**src/rtl/sd_sector_server_if.sv**
```systemverilog
// Sector request/transfer bus plus byte-wide backing-memory port of the sector server.
// The "slave" modport is the server's view; the "master" modport is the requester/memory side.
interface sd_sector_server_if #(
  parameter int SECT_W = 4
);
  logic [31:0]       sd_lba;
  logic              sd_rd;
  logic              sd_wr;
  logic              sd_ack;
  logic [8:0]        sd_buff_addr;
  logic [7:0]        sd_buff_dout;
  logic              sd_buff_wr;
  logic [7:0]        sd_buff_din;
  logic              mem_req;
  logic              mem_we;
  logic [SECT_W+8:0] mem_addr;
  logic [7:0]        mem_wdata;
  logic [7:0]        mem_rdata;
  logic              mem_ack;

  modport slave (
    input  sd_lba, sd_rd, sd_wr, sd_buff_din, mem_rdata, mem_ack,
    output sd_ack, sd_buff_addr, sd_buff_dout, sd_buff_wr,
           mem_req, mem_we, mem_addr, mem_wdata
  );

  modport master (
    output sd_lba, sd_rd, sd_wr, sd_buff_din, mem_rdata, mem_ack,
    input  sd_ack, sd_buff_addr, sd_buff_dout, sd_buff_wr,
           mem_req, mem_we, mem_addr, mem_wdata
  );
endinterface

```
**src/rtl/sd_sector_server.sv**
```systemverilog
// Serves 512-byte sector reads/writes from a byte-wide memory; sd_ack rises one cycle after a request.
// Each byte waits on mem_ack (held mem_req), so memory latency stretches the transfer; out-of-range lbas skip memory.
module sd_sector_server #(
  parameter int SECT_W  = 4,
  parameter int SECTORS = 16,
  parameter int GAP     = 2
) (
  input  logic              clk_sys,
  input  logic              reset,
  sd_sector_server_if.slave bus,
  output logic              busy,
  output logic              oor
);

  localparam int GW = (GAP > 1) ? $clog2(GAP) : 1;
  localparam logic [GW-1:0] GAP_LAST = GW'((GAP > 0) ? GAP - 1 : 0);

  typedef enum logic [3:0] {
    S_IDLE,
    S_RD_FETCH,
    S_RD_STROBE,
    S_RD_GAP,
    S_WR_ADDR,
    S_WR_WAIT,
    S_WR_SAMPLE,
    S_WR_STORE,
    S_DONE
  } state_e;

  state_e            state_q, state_d;
  logic [SECT_W-1:0] lba_q, lba_d;
  logic [8:0]        cnt_q, cnt_d;
  logic [7:0]        data_q, data_d;
  logic [GW-1:0]     gap_q, gap_d;
  logic              ack_q, ack_d;
  logic              oor_q, oor_d;

  logic              byte_done;
  state_e            byte_next;

  always_ff @(posedge clk_sys) begin
    if (reset) begin
      state_q <= S_IDLE;
      lba_q   <= '0;
      cnt_q   <= '0;
      data_q  <= '0;
      gap_q   <= '0;
      ack_q   <= 1'b0;
      oor_q   <= 1'b0;
    end else begin
      state_q <= state_d;
      lba_q   <= lba_d;
      cnt_q   <= cnt_d;
      data_q  <= data_d;
      gap_q   <= gap_d;
      ack_q   <= ack_d;
      oor_q   <= oor_d;
    end
  end

  always_comb begin
    state_d   = state_q;
    lba_d     = lba_q;
    cnt_d     = cnt_q;
    data_d    = data_q;
    gap_d     = gap_q;
    ack_d     = ack_q;
    oor_d     = oor_q;
    byte_done = 1'b0;
    byte_next = S_IDLE;

    case (state_q)
      S_IDLE: begin
        if (bus.sd_rd || bus.sd_wr) begin
          lba_d   = bus.sd_lba[SECT_W-1:0];
          oor_d   = (bus.sd_lba >= 32'(SECTORS));
          cnt_d   = 9'd0;
          ack_d   = 1'b1;
          state_d = bus.sd_rd ? S_RD_FETCH : S_WR_ADDR;
        end
      end
      S_RD_FETCH: begin
        // Out-of-range sectors read as zeros without touching memory.
        if (oor_q) begin
          data_d  = 8'h00;
          state_d = S_RD_STROBE;
        end else if (bus.mem_ack) begin
          data_d  = bus.mem_rdata;
          state_d = S_RD_STROBE;
        end
      end
      S_RD_STROBE: begin
        if (GAP == 0) begin
          byte_done = 1'b1;
          byte_next = S_RD_FETCH;
        end else begin
          gap_d   = '0;
          state_d = S_RD_GAP;
        end
      end
      S_RD_GAP: begin
        if (gap_q == GAP_LAST) begin
          byte_done = 1'b1;
          byte_next = S_RD_FETCH;
        end else begin
          gap_d = gap_q + 1'b1;
        end
      end
      S_WR_ADDR:   state_d = S_WR_WAIT;
      S_WR_WAIT:   state_d = S_WR_SAMPLE;
      S_WR_SAMPLE: begin
        // The requester's dpram has one cycle of read latency; its data is settled here.
        data_d = bus.sd_buff_din;
        if (oor_q) begin
          byte_done = 1'b1;
          byte_next = S_WR_ADDR;
        end else begin
          state_d = S_WR_STORE;
        end
      end
      S_WR_STORE: begin
        if (bus.mem_ack) begin
          byte_done = 1'b1;
          byte_next = S_WR_ADDR;
        end
      end
      S_DONE:  state_d = S_IDLE;
      default: state_d = S_IDLE;
    endcase

    // Counter stops at 511 so the address holds after the sector ends.
    if (byte_done) begin
      if (cnt_q == 9'd511) begin
        ack_d   = 1'b0;
        state_d = S_DONE;
      end else begin
        cnt_d   = cnt_q + 9'd1;
        state_d = byte_next;
      end
    end
  end

  assign bus.sd_ack       = ack_q;
  assign bus.sd_buff_addr = cnt_q;
  assign bus.sd_buff_dout = data_q;
  assign bus.sd_buff_wr   = (state_q == S_RD_STROBE);
  assign bus.mem_req      = ((state_q == S_RD_FETCH) && !oor_q) || (state_q == S_WR_STORE);
  assign bus.mem_we       = (state_q == S_WR_STORE);
  assign bus.mem_addr     = {lba_q, cnt_q};
  assign bus.mem_wdata    = data_q;
  assign busy             = (state_q != S_IDLE);
  assign oor              = oor_q;

endmodule

```
**src/flat_wrapper.sv**
```systemverilog
// flat-port wrapper written by rule: the top's interface ports become plain ports
module sd_sector_server_flat 
#(
  parameter int SECT_W  = 4,
  parameter int SECTORS = 16,
  parameter int GAP     = 2
)
  (clk_sys, reset, busy, oor, bus_sd_lba, bus_sd_rd, bus_sd_wr, bus_sd_buff_din, bus_mem_rdata, bus_mem_ack, bus_sd_ack, bus_sd_buff_addr, bus_sd_buff_dout, bus_sd_buff_wr, bus_mem_req, bus_mem_we, bus_mem_addr, bus_mem_wdata);
  sd_sector_server_if #(.SECT_W(SECT_W)) bus_i ();
  input  logic clk_sys;
  input  logic reset;
  output logic busy;
  output logic oor;
  input wire logic [$bits(bus_i.sd_lba)-1:0] bus_sd_lba;
  input wire logic [$bits(bus_i.sd_rd)-1:0] bus_sd_rd;
  input wire logic [$bits(bus_i.sd_wr)-1:0] bus_sd_wr;
  input wire logic [$bits(bus_i.sd_buff_din)-1:0] bus_sd_buff_din;
  input wire logic [$bits(bus_i.mem_rdata)-1:0] bus_mem_rdata;
  input wire logic [$bits(bus_i.mem_ack)-1:0] bus_mem_ack;
  output wire logic [$bits(bus_i.sd_ack)-1:0] bus_sd_ack;
  output wire logic [$bits(bus_i.sd_buff_addr)-1:0] bus_sd_buff_addr;
  output wire logic [$bits(bus_i.sd_buff_dout)-1:0] bus_sd_buff_dout;
  output wire logic [$bits(bus_i.sd_buff_wr)-1:0] bus_sd_buff_wr;
  output wire logic [$bits(bus_i.mem_req)-1:0] bus_mem_req;
  output wire logic [$bits(bus_i.mem_we)-1:0] bus_mem_we;
  output wire logic [$bits(bus_i.mem_addr)-1:0] bus_mem_addr;
  output wire logic [$bits(bus_i.mem_wdata)-1:0] bus_mem_wdata;
  assign bus_i.sd_lba = bus_sd_lba;
  assign bus_i.sd_rd = bus_sd_rd;
  assign bus_i.sd_wr = bus_sd_wr;
  assign bus_i.sd_buff_din = bus_sd_buff_din;
  assign bus_i.mem_rdata = bus_mem_rdata;
  assign bus_i.mem_ack = bus_mem_ack;
  assign bus_sd_ack = bus_i.sd_ack;
  assign bus_sd_buff_addr = bus_i.sd_buff_addr;
  assign bus_sd_buff_dout = bus_i.sd_buff_dout;
  assign bus_sd_buff_wr = bus_i.sd_buff_wr;
  assign bus_mem_req = bus_i.mem_req;
  assign bus_mem_we = bus_i.mem_we;
  assign bus_mem_addr = bus_i.mem_addr;
  assign bus_mem_wdata = bus_i.mem_wdata;
  sd_sector_server #(.SECT_W(SECT_W), .SECTORS(SECTORS), .GAP(GAP)) u_core (.clk_sys(clk_sys), .reset(reset), .bus(bus_i), .busy(busy), .oor(oor));
endmodule
```
**config.mk**
```make
export PLATFORM = sky130hd
export DESIGN_NAME = sd_sector_server_flat
export DESIGN_NICKNAME = d
export VERILOG_FILES = /design/src/rtl/sd_sector_server_if.sv /design/src/rtl/sd_sector_server.sv /design/src/flat_wrapper.sv
export SDC_FILE = /design/constraint.sdc
export NUM_CORES = 1
export LEC_CHECK = 0
export ABC_AREA = 1
export ABC_CLOCK_PERIOD_IN_PS = 4800
export BUFFER_PORTS_ARGS = -buffer_cell sky130_fd_sc_hd__buf_2
export CORE_MARGIN = 2
export CORE_UTILIZATION = 50
export CTS_BUF_LIST = sky130_fd_sc_hd__clkbuf_2
export DETAILED_ROUTE_END_ITERATION = 12
export PLACE_DENSITY_LB_ADDON = 0.15
export SKIP_LAST_GASP = 1
export SYNTH_ARGS = -nofsm -noshare
export SYNTH_HDL_FRONTEND = slang
export SYNTH_SLANG_ARGS = --single-unit
```
**constraint.sdc**
```tcl
create_clock -name clk_sys -period 4.8 [get_ports clk_sys]
set_input_delay 0.48 -clock clk_sys [delete_from_list [all_inputs] [get_ports clk_sys]]
set_output_delay 0.48 -clock clk_sys [all_outputs]
set_load 0.02 [all_outputs]
```
==> metrics <==
run status=complete, no violations; # nets final=around 420; crit path launch=u_core.state_q[3]$_SDFFE_PP0P_; DRT Pass-1 Iters=4; Synth cell types=27; startpoint types=flop; Setup violations, final=0; non-filler cells, final=407; pin count of the biggest net entering global routing=21; via count=1958; Crit path required time=around 4300 ps; fin. max-slew vios=0; Detailed Place HPWL=3.31 mm; Worst-Skew Late Latency=between 300 and 400 ps; Initial Utilization=0.527; first-pass GRT wire length=7.43 mm; CP peak stage delay=450 ps; DRC viols=0; clock skew=1.90 ps; maxcap violations=0; Buf/Inv on CP=3; I/O pin count=97; fmax=0.508 GHz; Synthesis Warnings=0; critical path class=reg2out; GRT Util Overall=0.222; core area=3360 um^2; Worst setup EP type=output pin; Clock transition at path regs=250 ps; Syn Nets=338; vias per inst=roughly 4.8; Port Buf Inserts=96; pwr/cell area=about 470 nW/um^2; initial antenna violation count=0; vias in the first global route=1826; row cnt=21; final worst path period share=0.410; Setup Buffers After CTS=0; Area growth syn-to-layout=22.8%; GPL Wtd Cong=~0.82; Pleak=between 0.001 and 0.0015 uW; cell count after synthesis=283; CTS buffer count=3; DR iter-0 viols=123; Max FO, Critical Path=9; Post-CTS Hold Buffers=0; Max VDD drop=0.264 mV; Worst Max-Slew Pin Slew=466 ps; CP top delay family=flip-flops; TritonCTS clock tree=yes; fin util=0.647; GRT overflow=0; relative slew slack=0.689; post-synthesis sequential area ratio=0.316; Min-Delay Startpoint=bus_sd_lba[2]; setup_tns=0 ps; share of post-route cells with drive strength above 1=0.321; post-synthesis register bit count=28; Syn Area/Cell=about 6.3 um^2; Fin Hold WS=between 300 and 400 ps; Clock Tree Buf Depth=2; final worst path period need=1970 ps; # fillers=358; total power=1030 uW; worst min path class=in2reg; Die Y-Extent=63.5 um; Worst R2R Start=u_core.bus.sd_buff_addr[0]$_SDFF_PP0_; post-cts gate resize count=0; final hold vios=0; Chip Width=63.5 um; Die ar.=just over 4000 um^2; ys flop type=dfxtp_1; CP Cell Sequence=nor2_4 -> inv_2 -> nor2_1 -> inv_1 -> buf_2; Multi-input gate area=about 950 um^2; EDFF count, synth=0; ys async rst share=0; CTS sink cnt=28; DRT antenna net count=0; Root Buffer=clkbuf_2; Cells after DPL=between 400 and 500; Seq. cell area=561 um^2; crit path DAT=between 1000 and 1500 ps; WL final=4.23 mm; unrepaired setup endpoints after global routing=false; htree depth=1; Antenna Cells=0; Slowest cell on crit path=dfxtp_1; mapped cell area=about 1800 um^2; routed len/inst=between 10 and 15 um
## cell usage after synthesis (3+ instances only)
| cell type | count | area [um^2] |
|---|---|---|
| a21oi_1 | 13 | 65.1 |
| buf_4 | 17 | 128 |
| clkbuf_1 | 3 | 11.3 |
| dfxtp_1 | 28 | 561 |
| inv_1 | 23 | 86.3 |
| inv_2 | 5 | 18.8 |
| nand2_1 | 69 | 259 |
| nand3_1 | 19 | 95.1 |
| nand3_2 | 3 | 30.0 |
| nand4_1 | 4 | 25.0 |
| nor2_1 | 57 | 214 |
| nor3_1 | 7 | 35.0 |
| o21ai_0 | 16 | 80.1 |
| o21ai_1 | 3 | 15.0 |
## sequential cells by signal (all words and copies together) (netlist names)
register,cells
u_core.bus.sd_ack,1
u_core.gap_q,1
u_core.bus.mem_wdata,8
u_core.state_q,4
u_core.lba_q,4
u_core.oor,1
u_core.bus.sd_buff_addr,9
## report_power, final
| group | total, uW | internal, uW | switching [uW] |
|---|---|---|---|
| sequential | 347 | 299 | 48.5 |
| combinational | 596 | 196 | 400 |
| clock | 87.9 | 18.1 | 69.8 |
| total | 1030 | 513 | 518 |
## worst min-delay path: stages
cell and delay, ps:
buf_2 70, o21ai_0 70, a21oi_1 100
## worst paths after layout
check	endpoint	slack (ps)	cells past startpoint
worst max-delay path	busy	2830	5
worst min-delay path	u_core.lba_q[2]$_SDFFE_PP0P_	370	3
worst max register to register	u_core.bus.sd_buff_addr[2]$_SDFF_PP0_	2880	10
worst min register to register	u_core.lba_q[0]$_SDFFE_PP0P_	460	2
## metal layers
| layer | global-route usage | vias to the layer above | share of wire |
|---|---|---|---|
| met5 | 0 | - | 0 |
| met4 | 0.0435 | 0 | 0.0080 |
| met3 | 0.0393 | 4 | 0.044 |
| met2 | 0.422 | 49 | 0.52 |
| met1 | 0.256 | 864 | 0.43 |
| li1 | - | 1041 | - |
## stage by stage
stage                     worst slack, ps  instance area (um^2)
final                                2830                  2180
after global routing                 2610                  2180
after CTS                            2810                  2180
after detailed placement             2920                  2160
after global placement               2990                  2160
after floorplan                      2890                  1770
## cell usage in the layout (no fill, tap or decap), drive strengths merged
master,instances
buf,97
nand2,71
nor2,60
dfxtp,28
inv,28
nand3,23
o21ai,20
a21oi,13
nor3,8
nand4,4
clkbuf,3
ha,2
nor4,1
a31oi,1
nor3b,1
clkinv,1
## cells by family (layout without fill, tap and decap cells)
logic type | after synthesis | in the layout | synth area share
and+or+nand+nor | 168 | 168 | 0.421
buffers and inverters | 51 | 129 | 0.150
DFF | 28 | 28 | 0.316
AOI/OAI and AO/OA | 34 | 34 | 0.0989
adders and majority gates | 2 | 2 | 0.0141
## final cells by class
class | count | area share
inverters | 28 | 0.0483
repair buffers | 97 | 0.224
clock inverters | 1 | 0.00173
multi-input cells | 204 | 0.435
clock buffers | 3 | 0.00690
flip-flops and latches | 28 | 0.258
well taps | 46 | 0.0265
No activity file was read; power rests on OpenSTA's default activity.
